$ cat src/rtl/tdm_demux2_if.sv
// Link-side bundle for the 2:1 TDM receiver: serial data/sync in, rebuilt words and status out.
// The link is free-running with one slot per clock, so there is no backpressure.
interface tdm_demux2_if #(parameter int W = 4);
    logic         d;
    logic         sync;
    logic [W-1:0] a_word;
    logic [W-1:0] b_word;
    logic         valid;
    logic         s;
    logic         err;

    modport master (
        output d, sync,
        input  a_word, b_word, valid, s, err
    );

    modport slave (
        input  d, sync,
        output a_word, b_word, valid, s, err
    );
endinterface

$ cat src/rtl/tdm_demux2.sv
// 2:1 TDM receiver: even slots build channel a and odd slots build channel b, LSB first.
// Words and valid update on the edge that samples slot 2W-1; there is no backpressure.
module tdm_demux2 #(
    parameter int W = 4
) (
    input  logic         clk,
    input  logic         rst_n,
    tdm_demux2_if.slave  bus
);
    localparam int            SW   = $clog2(2 * W);
    localparam logic [SW-1:0] LAST = SW'(2 * W - 1);

    typedef enum logic {IDLE, RECV} state_t;

    state_t        state;
    logic [SW-1:0] slot;
    logic [SW-2:0] pos;
    logic [W-1:0]  sh_a, sh_b;
    logic [W-1:0]  a_word_q, b_word_q;
    logic          valid_q, err_q, s_q;

    // Slot k carries bit k/2 of its channel.
    assign pos = slot[SW-1:1];

    always_ff @(posedge clk or negedge rst_n) begin
        if (!rst_n) begin
            state    <= IDLE;
            slot     <= '0;
            sh_a     <= '0;
            sh_b     <= '0;
            a_word_q <= '0;
            b_word_q <= '0;
            valid_q  <= 1'b0;
            err_q    <= 1'b0;
            s_q      <= 1'b0;
        end else begin
            valid_q <= 1'b0;
            err_q   <= 1'b0;
            case (state)
                IDLE: begin
                    if (bus.sync) begin
                        sh_a  <= W'(bus.d);
                        sh_b  <= '0;
                        slot  <= SW'(1);
                        state <= RECV;
                        s_q   <= 1'b1;
                    end else begin
                        s_q   <= 1'b0;
                    end
                end
                RECV: begin
                    if (bus.sync) begin
                        // Early sync: drop the partial frame and restart from this slot 0.
                        err_q <= 1'b1;
                        sh_a  <= W'(bus.d);
                        sh_b  <= '0;
                        slot  <= SW'(1);
                        s_q   <= 1'b1;
                    end else if (slot == LAST) begin
                        a_word_q <= sh_a;
                        b_word_q <= {bus.d, sh_b[W-2:0]};
                        valid_q  <= 1'b1;
                        sh_a     <= '0;
                        sh_b     <= '0;
                        slot     <= '0;
                        state    <= IDLE;
                        s_q      <= 1'b0;
                    end else begin
                        if (slot[0])
                            sh_b[pos] <= bus.d;
                        else
                            sh_a[pos] <= bus.d;
                        slot <= slot + SW'(1);
                        s_q  <= ~slot[0];
                    end
                end
                default: state <= IDLE;
            endcase
        end
    end

    assign bus.a_word = a_word_q;
    assign bus.b_word = b_word_q;
    assign bus.valid  = valid_q;
    assign bus.err    = err_q;
    assign bus.s      = s_q;
endmodule

$ cat src/flat_wrapper.sv
// flat-port wrapper written by rule: the top's interface ports become plain ports
module tdm_demux2_flat 
#(
    parameter int W = 4
)
  (clk, rst_n, bus_d, bus_sync, bus_a_word, bus_b_word, bus_valid, bus_s, bus_err);
  tdm_demux2_if #(.W(W)) bus_i ();
  input  logic clk;
  input  logic rst_n;
  input wire logic [$bits(bus_i.d)-1:0] bus_d;
  input wire logic [$bits(bus_i.sync)-1:0] bus_sync;
  output wire logic [$bits(bus_i.a_word)-1:0] bus_a_word;
  output wire logic [$bits(bus_i.b_word)-1:0] bus_b_word;
  output wire logic [$bits(bus_i.valid)-1:0] bus_valid;
  output wire logic [$bits(bus_i.s)-1:0] bus_s;
  output wire logic [$bits(bus_i.err)-1:0] bus_err;
  assign bus_i.d = bus_d;
  assign bus_i.sync = bus_sync;
  assign bus_a_word = bus_i.a_word;
  assign bus_b_word = bus_i.b_word;
  assign bus_valid = bus_i.valid;
  assign bus_s = bus_i.s;
  assign bus_err = bus_i.err;
  tdm_demux2 #(.W(W)) u_core (.clk(clk), .rst_n(rst_n), .bus(bus_i));
endmodule
$ cat config.mk
export PLATFORM = sky130hd
export DESIGN_NAME = tdm_demux2_flat
export DESIGN_NICKNAME = d
export VERILOG_FILES = /design/src/rtl/tdm_demux2_if.sv /design/src/rtl/tdm_demux2.sv /design/src/flat_wrapper.sv
export SDC_FILE = /design/constraint.sdc
export NUM_CORES = 1
export LEC_CHECK = 0
export ABC_AREA = 1
export ABC_CLOCK_PERIOD_IN_PS = 1700
export CAP_MARGIN = 20
export CORE_MARGIN = 4
export CORE_UTILIZATION = 52
export CTS_CLUSTER_SIZE = 28
export DETAILED_ROUTE_END_ITERATION = 7
export PLACE_DENSITY = 0.88
export SLEW_MARGIN = 15
export SYNTH_ARGS = -nofsm -noshare
export SYNTH_HDL_FRONTEND = slang
export SYNTH_SLANG_ARGS = --single-unit
$ cat constraint.sdc
create_clock -name clk -period 1.7 [get_ports clk]
set_input_delay 0.255 -clock clk [delete_from_list [all_inputs] [get_ports clk]]
set_output_delay 0.255 -clock clk [all_outputs]
set_load 0.01 [all_outputs]
## Word-level counts from Yosys, hierarchy flattened

Cells that the tools add are included.

- Register bits: 23
- Output and inout bits: 11
- Input port bits: 4
- Logic and storage cells: 52

- Order comparisons: 2
- Bitwise operators: 3
- Reductions and logical operators: 4
- Multiplexer cells: 29
- Add/sub/neg operators: 1
- Equal/unequal tests: 4

Operators with widths:

| kind | count |
|---|---|
| $mux W4 | 8 |
| $pmux W4 S2 | 2 |
| $mux W1 | 10 |
| $mux W3 | 3 |
| $bwmux W4 | 2 |
| $ne A4 B4 Y1 const B | 2 |
| $pmux W3 S2 | 1 |
| $pmux W1 S2 | 2 |
| $reduce_and A2 Y1 | 2 |
| $add A3 B1 Y3 const B | 1 |
| $eq A3 B3 Y1 const B | 1 |
| $lt A2 B3 Y1 const B | 1 |
| $not A1 Y1 | 3 |
| $reduce_and A3 Y1 | 1 |
| $demux W1 S2 | 1 |
| $ge A2 B1 Y1 const B | 1 |
| $ne A2 B2 Y1 const B | 1 |
| $logic_and A1 B1 Y1 | 1 |

## Longest topological paths before layout

Gate-level depths: netlist of the first run.

- Depth after elaboration: 9
- Gate-level depth with buffers: 8
- Gate-level depth less buffers: 8

## Least setup slack after synthesis of the first run

OpenSTA, ideal clock, no wires.

- Path type: register -> register
- From: reg u_core.slot[0]
- To: reg u_core.sh_b[1]
- Path buffers: 0
- Slack: 0.254 ns
- Period minus slack after synthesis: 1.446 ns
- Arrival: 1.329 ns
- Stages on the path, launching flop included: 7
- Library setup time: 0.118 ns
- Required time: 1.582 ns
- Path through: dfrtp_1 ha_1 ha_1 nor2_4 nand3_1 nand3_1 nand2_1

- Word-level cells in the longest chain between the ends: 4
- Elaborated cells between the ends (all ways): 6
- Classes of those cells: 2 x eq/ne; 3 x mux; 1 x reduce/logical

Ends and longest elaborated chain:

| item | line | RTL |
|---|---|---|
| start, declared | tdm_demux2.sv:16 | `logic [SW-1:0] slot;` |
| start signal, assigned | tdm_demux2.sv:73 | `slot <= slot + SW'(1);` |
| $eq A3 B3 Y1 | tdm_demux2.sv:59 | `end else if (slot == LAST) begin` |
| $mux W4 | tdm_demux2.sv:59 |  |
| $mux W4 | tdm_demux2.sv:52 | `if (bus.sync) begin` |
| $pmux W4 S2 | tdm_demux2.sv:39 | `case (state)` |
| end signal, assigned by index | tdm_demux2.sv:70 | `sh_b[pos] <= bus.d;` |
| end, declared | tdm_demux2.sv:18 | `logic [W-1:0] sh_a, sh_b;` |

Parallel ways exist; a longest one is shown, timed or not.
A chain may end at the register's enable or synchronous reset.

## Worst setup path in the final report of the first run

- From: reg u_core.slot[1]
- To: reg u_core.sh_b[1]

- Word-level cells in the longest chain between the ends: 9
- Elaborated cells between the ends (all ways): 13
- Classes of those cells: 2 x order compare; 2 x eq/ne; 7 x mux; 2 x reduce/logical

Ends and longest elaborated chain:

| item | line | RTL |
|---|---|---|
| $lt A2 B3 Y1 (implied by the code) or $ge A2 B1 Y1 (tied branches) | tdm_demux2.sv:70 |  |
| $logic_and A1 B1 Y1 (implied by the code) | tdm_demux2.sv:70 |  |
| $mux W1 (implied by the code) | tdm_demux2.sv:70 |  |
| $demux W1 S2 | -- |  |
| $bwmux W4 | tdm_demux2.sv:70 |  |
| $mux W4 | tdm_demux2.sv:69 | `if (slot[0])` |
| $mux W4 | tdm_demux2.sv:59 |  |
| $mux W4 | tdm_demux2.sv:52 |  |
| $pmux W4 S2 | tdm_demux2.sv:39 |  |

Parallel ways exist; a longest one is shown, timed or not. The select of a mux whose other input is x is not followed.

==> results.cfg, run 1 <==
[run_status]
status = completed

[clock_network]
cts.repair_timing.setup_buffer_count = 0
worstSkewPairLatency_ns = 0.31
clockRootBuffer = sky130_fd_sc_hd__clkbuf_4
inserted_clock_buffers = 3
cts-htree-levels = 1
tritoncts = yes
clock_tree.buffer_depth = 2
clkSinkCount = 22
clkSlewWorstSetupHoldPaths_ns = 0.13

[sta]
achievable-frequency_mhz = 641
timing_max_transition_violations_final = 0
relSlewSlack_pct = 76.7
fin_skew_ns = 0.00532
finalSetupViolations = 0
hold_violations = 0
rsz0062_at_grt = false
post-route-period-util_pct = 91.8
worstMarginPinSlew_ns = 0.350
final_period_minus_worst_setup_slack_ns = 1.56
setup_tns_ns = 0

[global_routing]
grt_start_max_net_pins = 23
antenna_found_initial = 0
grt_first_pass_wirelength_mm = 3.46
grt_usage_pct = 17.0
grt_total_ovfl = 0
first_global_vias = 840

[die]
floorplan.rows = 16
die_y_microns = 53.2
placeableCoreArea_sq_um = 1940
io_pins = 15
die_x_microns = 53.2
start_util_pct = 54.6
dieArea_sq_um = 2830

[finish]
layout_commonest_cell = sky130_fd_sc_hd__nand2_1
final_net_count = 157
drive_gt1_share_pct = 13.4
fillCellCount = 159
syn2layout_area_growth_pct = 21.5
most-common-layout-cells = sky130_fd_sc_hd__nand2_1 (61), sky130_fd_sc_hd__dfrtp_1 (22), sky130_fd_sc_hd__clkdlybuf4s50_1 (14)
final_design_area_no_fill_sq_um = 1290
multi_input_area_sq_um = 437
antennaDiodeCount = 0
area.sequential_sq_um = 551

[drt]
drt-wirelength-per-cell_microns = 12.0
post_drt_via_cell_ratio = 5.02
initial_drc_count = 26
detailedRoute.firstPassIterationCount = 4
route.vias.total = 883
antenna_left = 0
route.detailed.drc = 0
wirelength_mm = 2.11

[flow_run]
maxCapViolations = 0

[logic_synthesis]
seq_area_frac_synth_pct = 51.9
post_synth.cell_area_avg_sq_um = 8.10
synth.lib_cells_used.distinct = 16
synth.top_cell.area_share_pct = 51.9
syn-cell-area_sq_um = 1060
synth.net_count = 138
synthesis.instances = 131
ys_warn_count = 0
synth.ff_latch_count = 22
synthDominantAreaCellType = sky130_fd_sc_hd__dfrtp_1
synthTopCellsByArea = sky130_fd_sc_hd__dfrtp_1 (52%), sky130_fd_sc_hd__nand2_1 (22%), sky130_fd_sc_hd__inv_1 (4.2%)

[place]
gpl.final_weighted_congestion = 0.879
numPortBuffers = 14
dpl-instance-area_sq_um = 1230
dp_hpwl_mm = 1.51

[worst_setup_path]
end_kind = flop
crit_required_ns = 1.91
cp.arrival_ns = 1.77
critical_path_class = reg2reg
start_kind = flop
critical_path.max_fanout = 5

[pwr]
power.leakage_nw = 0.713
vdd_ir_drop_max_uv = 897
pwr_density_cell_nw_per_um2 = 1210

[hold_path]
hold_class = in2async
where the power goes:
group          switching (mW)  leakage, nW  total (mW)  internal (mW)
combinational           0.247        0.399       0.455          0.208
sequential             0.0718        0.286       0.699          0.627
clock                   0.165       0.0279       0.404          0.238
sequential cells by signal, indices dropped and copies added (netlist names):
| register | count |
|---|---|
| u_core.bus.a_word | 4 |
| u_core.bus.b_word | 4 |
| u_core.bus.err | 1 |
| u_core.bus.s | 1 |
| u_core.bus.valid | 1 |
| u_core.sh_a | 4 |
| u_core.sh_b | 3 |
| u_core.slot | 3 |
| u_core.state | 1 |
stage by stage:
step	power [mW]	setup slack (ns)	hold WS (ns)	std cells	utilization (%)
2_1_floorplan	0.961	0.254	-0.0406	131	-
3_3_place_gp	1.13	0.0802	0.457	172	63.4
3_5_place_dp	1.16	0.0626	0.461	172	63.4
4_1_cts	1.56	0.109	0.273	176	66.1
5_1_grt	1.64	0.0619	0.282	176	66.4
6_report	1.56	0.140	0.258	176	66.4
critical path, stage by stage, from the launching register on:
cell and delay [ns]:
sky130_fd_sc_hd__dfrtp_1 0.45, sky130_fd_sc_hd__ha_1 0.23, sky130_fd_sc_hd__ha_2 0.23, sky130_fd_sc_hd__nor2_4 0.21, sky130_fd_sc_hd__nand3_1 0.16, sky130_fd_sc_hd__nand3_1 0.12
sky130_fd_sc_hd__nand2_1 0.06
what timing repair did:
action | in CTS | in global routing
endpoints found under the setup margin | 0 | 1
hold buffers | 0 | 0
gates resized for setup | 0 | 2
endpoints found under the hold margin | 0 | 0
final cells by class:
cell class              count  share of cell area [%]
inverters                  16                    4.66
repair buffers             16                    12.0
flip-flops and latches     22                    42.7
multi-input cells          91                    33.9
clock inverters             1                    2.33
well taps                  27                    2.62
clock buffers               3                    1.75
logic make-up after synthesis:
family,share of synthesized area (%)
buffers and inverters,7.43
and+or+nand+nor,30.1
adders and majority gates,3.54
DFF,51.9
AOI/OAI and AO/OA,7.08
synth_stat cells:
library cell	n
sky130_fd_sc_hd__buf_6	1
sky130_fd_sc_hd__ha_1	3
sky130_fd_sc_hd__a21oi_1	1
sky130_fd_sc_hd__inv_2	4
sky130_fd_sc_hd__nand2_2	1
sky130_fd_sc_hd__dfrtp_1	22
sky130_fd_sc_hd__o21ai_2	2
sky130_fd_sc_hd__nand2_1	61
sky130_fd_sc_hd__nor2_4	1
sky130_fd_sc_hd__nor2_2	2
sky130_fd_sc_hd__buf_4	1
sky130_fd_sc_hd__o21ai_0	4
sky130_fd_sc_hd__a21oi_4	2
sky130_fd_sc_hd__nor2_1	8
sky130_fd_sc_hd__nand3_1	6
sky130_fd_sc_hd__inv_1	12
final timing paths:
| path | slack [ns] | depth (start not counted) | end | startpoint |
|---|---|---|---|---|
| hold / removal | 0.26 | 2 | u_core.bus.s | rst_n |
| min in group clk | 0.48 | 2 | u_core.bus.a_word[2] | u_core.sh_a[2] |
| hold reg to reg | 0.48 | 2 | u_core.bus.a_word[2] | u_core.sh_a[2] |
| setup / recovery | 0.14 | 6 | u_core.sh_b[1] | u_core.slot[1] |
| setup reg to reg | 0.14 | 6 | u_core.sh_b[1] | u_core.slot[1] |
| max in group asynchronous | 1.23 | 2 | u_core.bus.a_word[1] | rst_n |
per-layer routing:
metal | GRT usage (%) | vias to the layer above | share of wire [%]
met4 | 6.38 | 0 | 1.8
met2 | 30.8 | 35 | 49
met3 | 2.54 | 5 | 6.7
li1 | - | 429 | -
met1 | 20.0 | 414 | 42
met5 | 0 | - | 0
Note: power is estimated with default switching activity, not from simulation.
==> run 2, diff against run 1 <==
- GPL_ROUTABILITY_DRIVEN: default -> 0
==> results of run 2 <==
Final layout, timing and power as in run 1 (identical DEF).
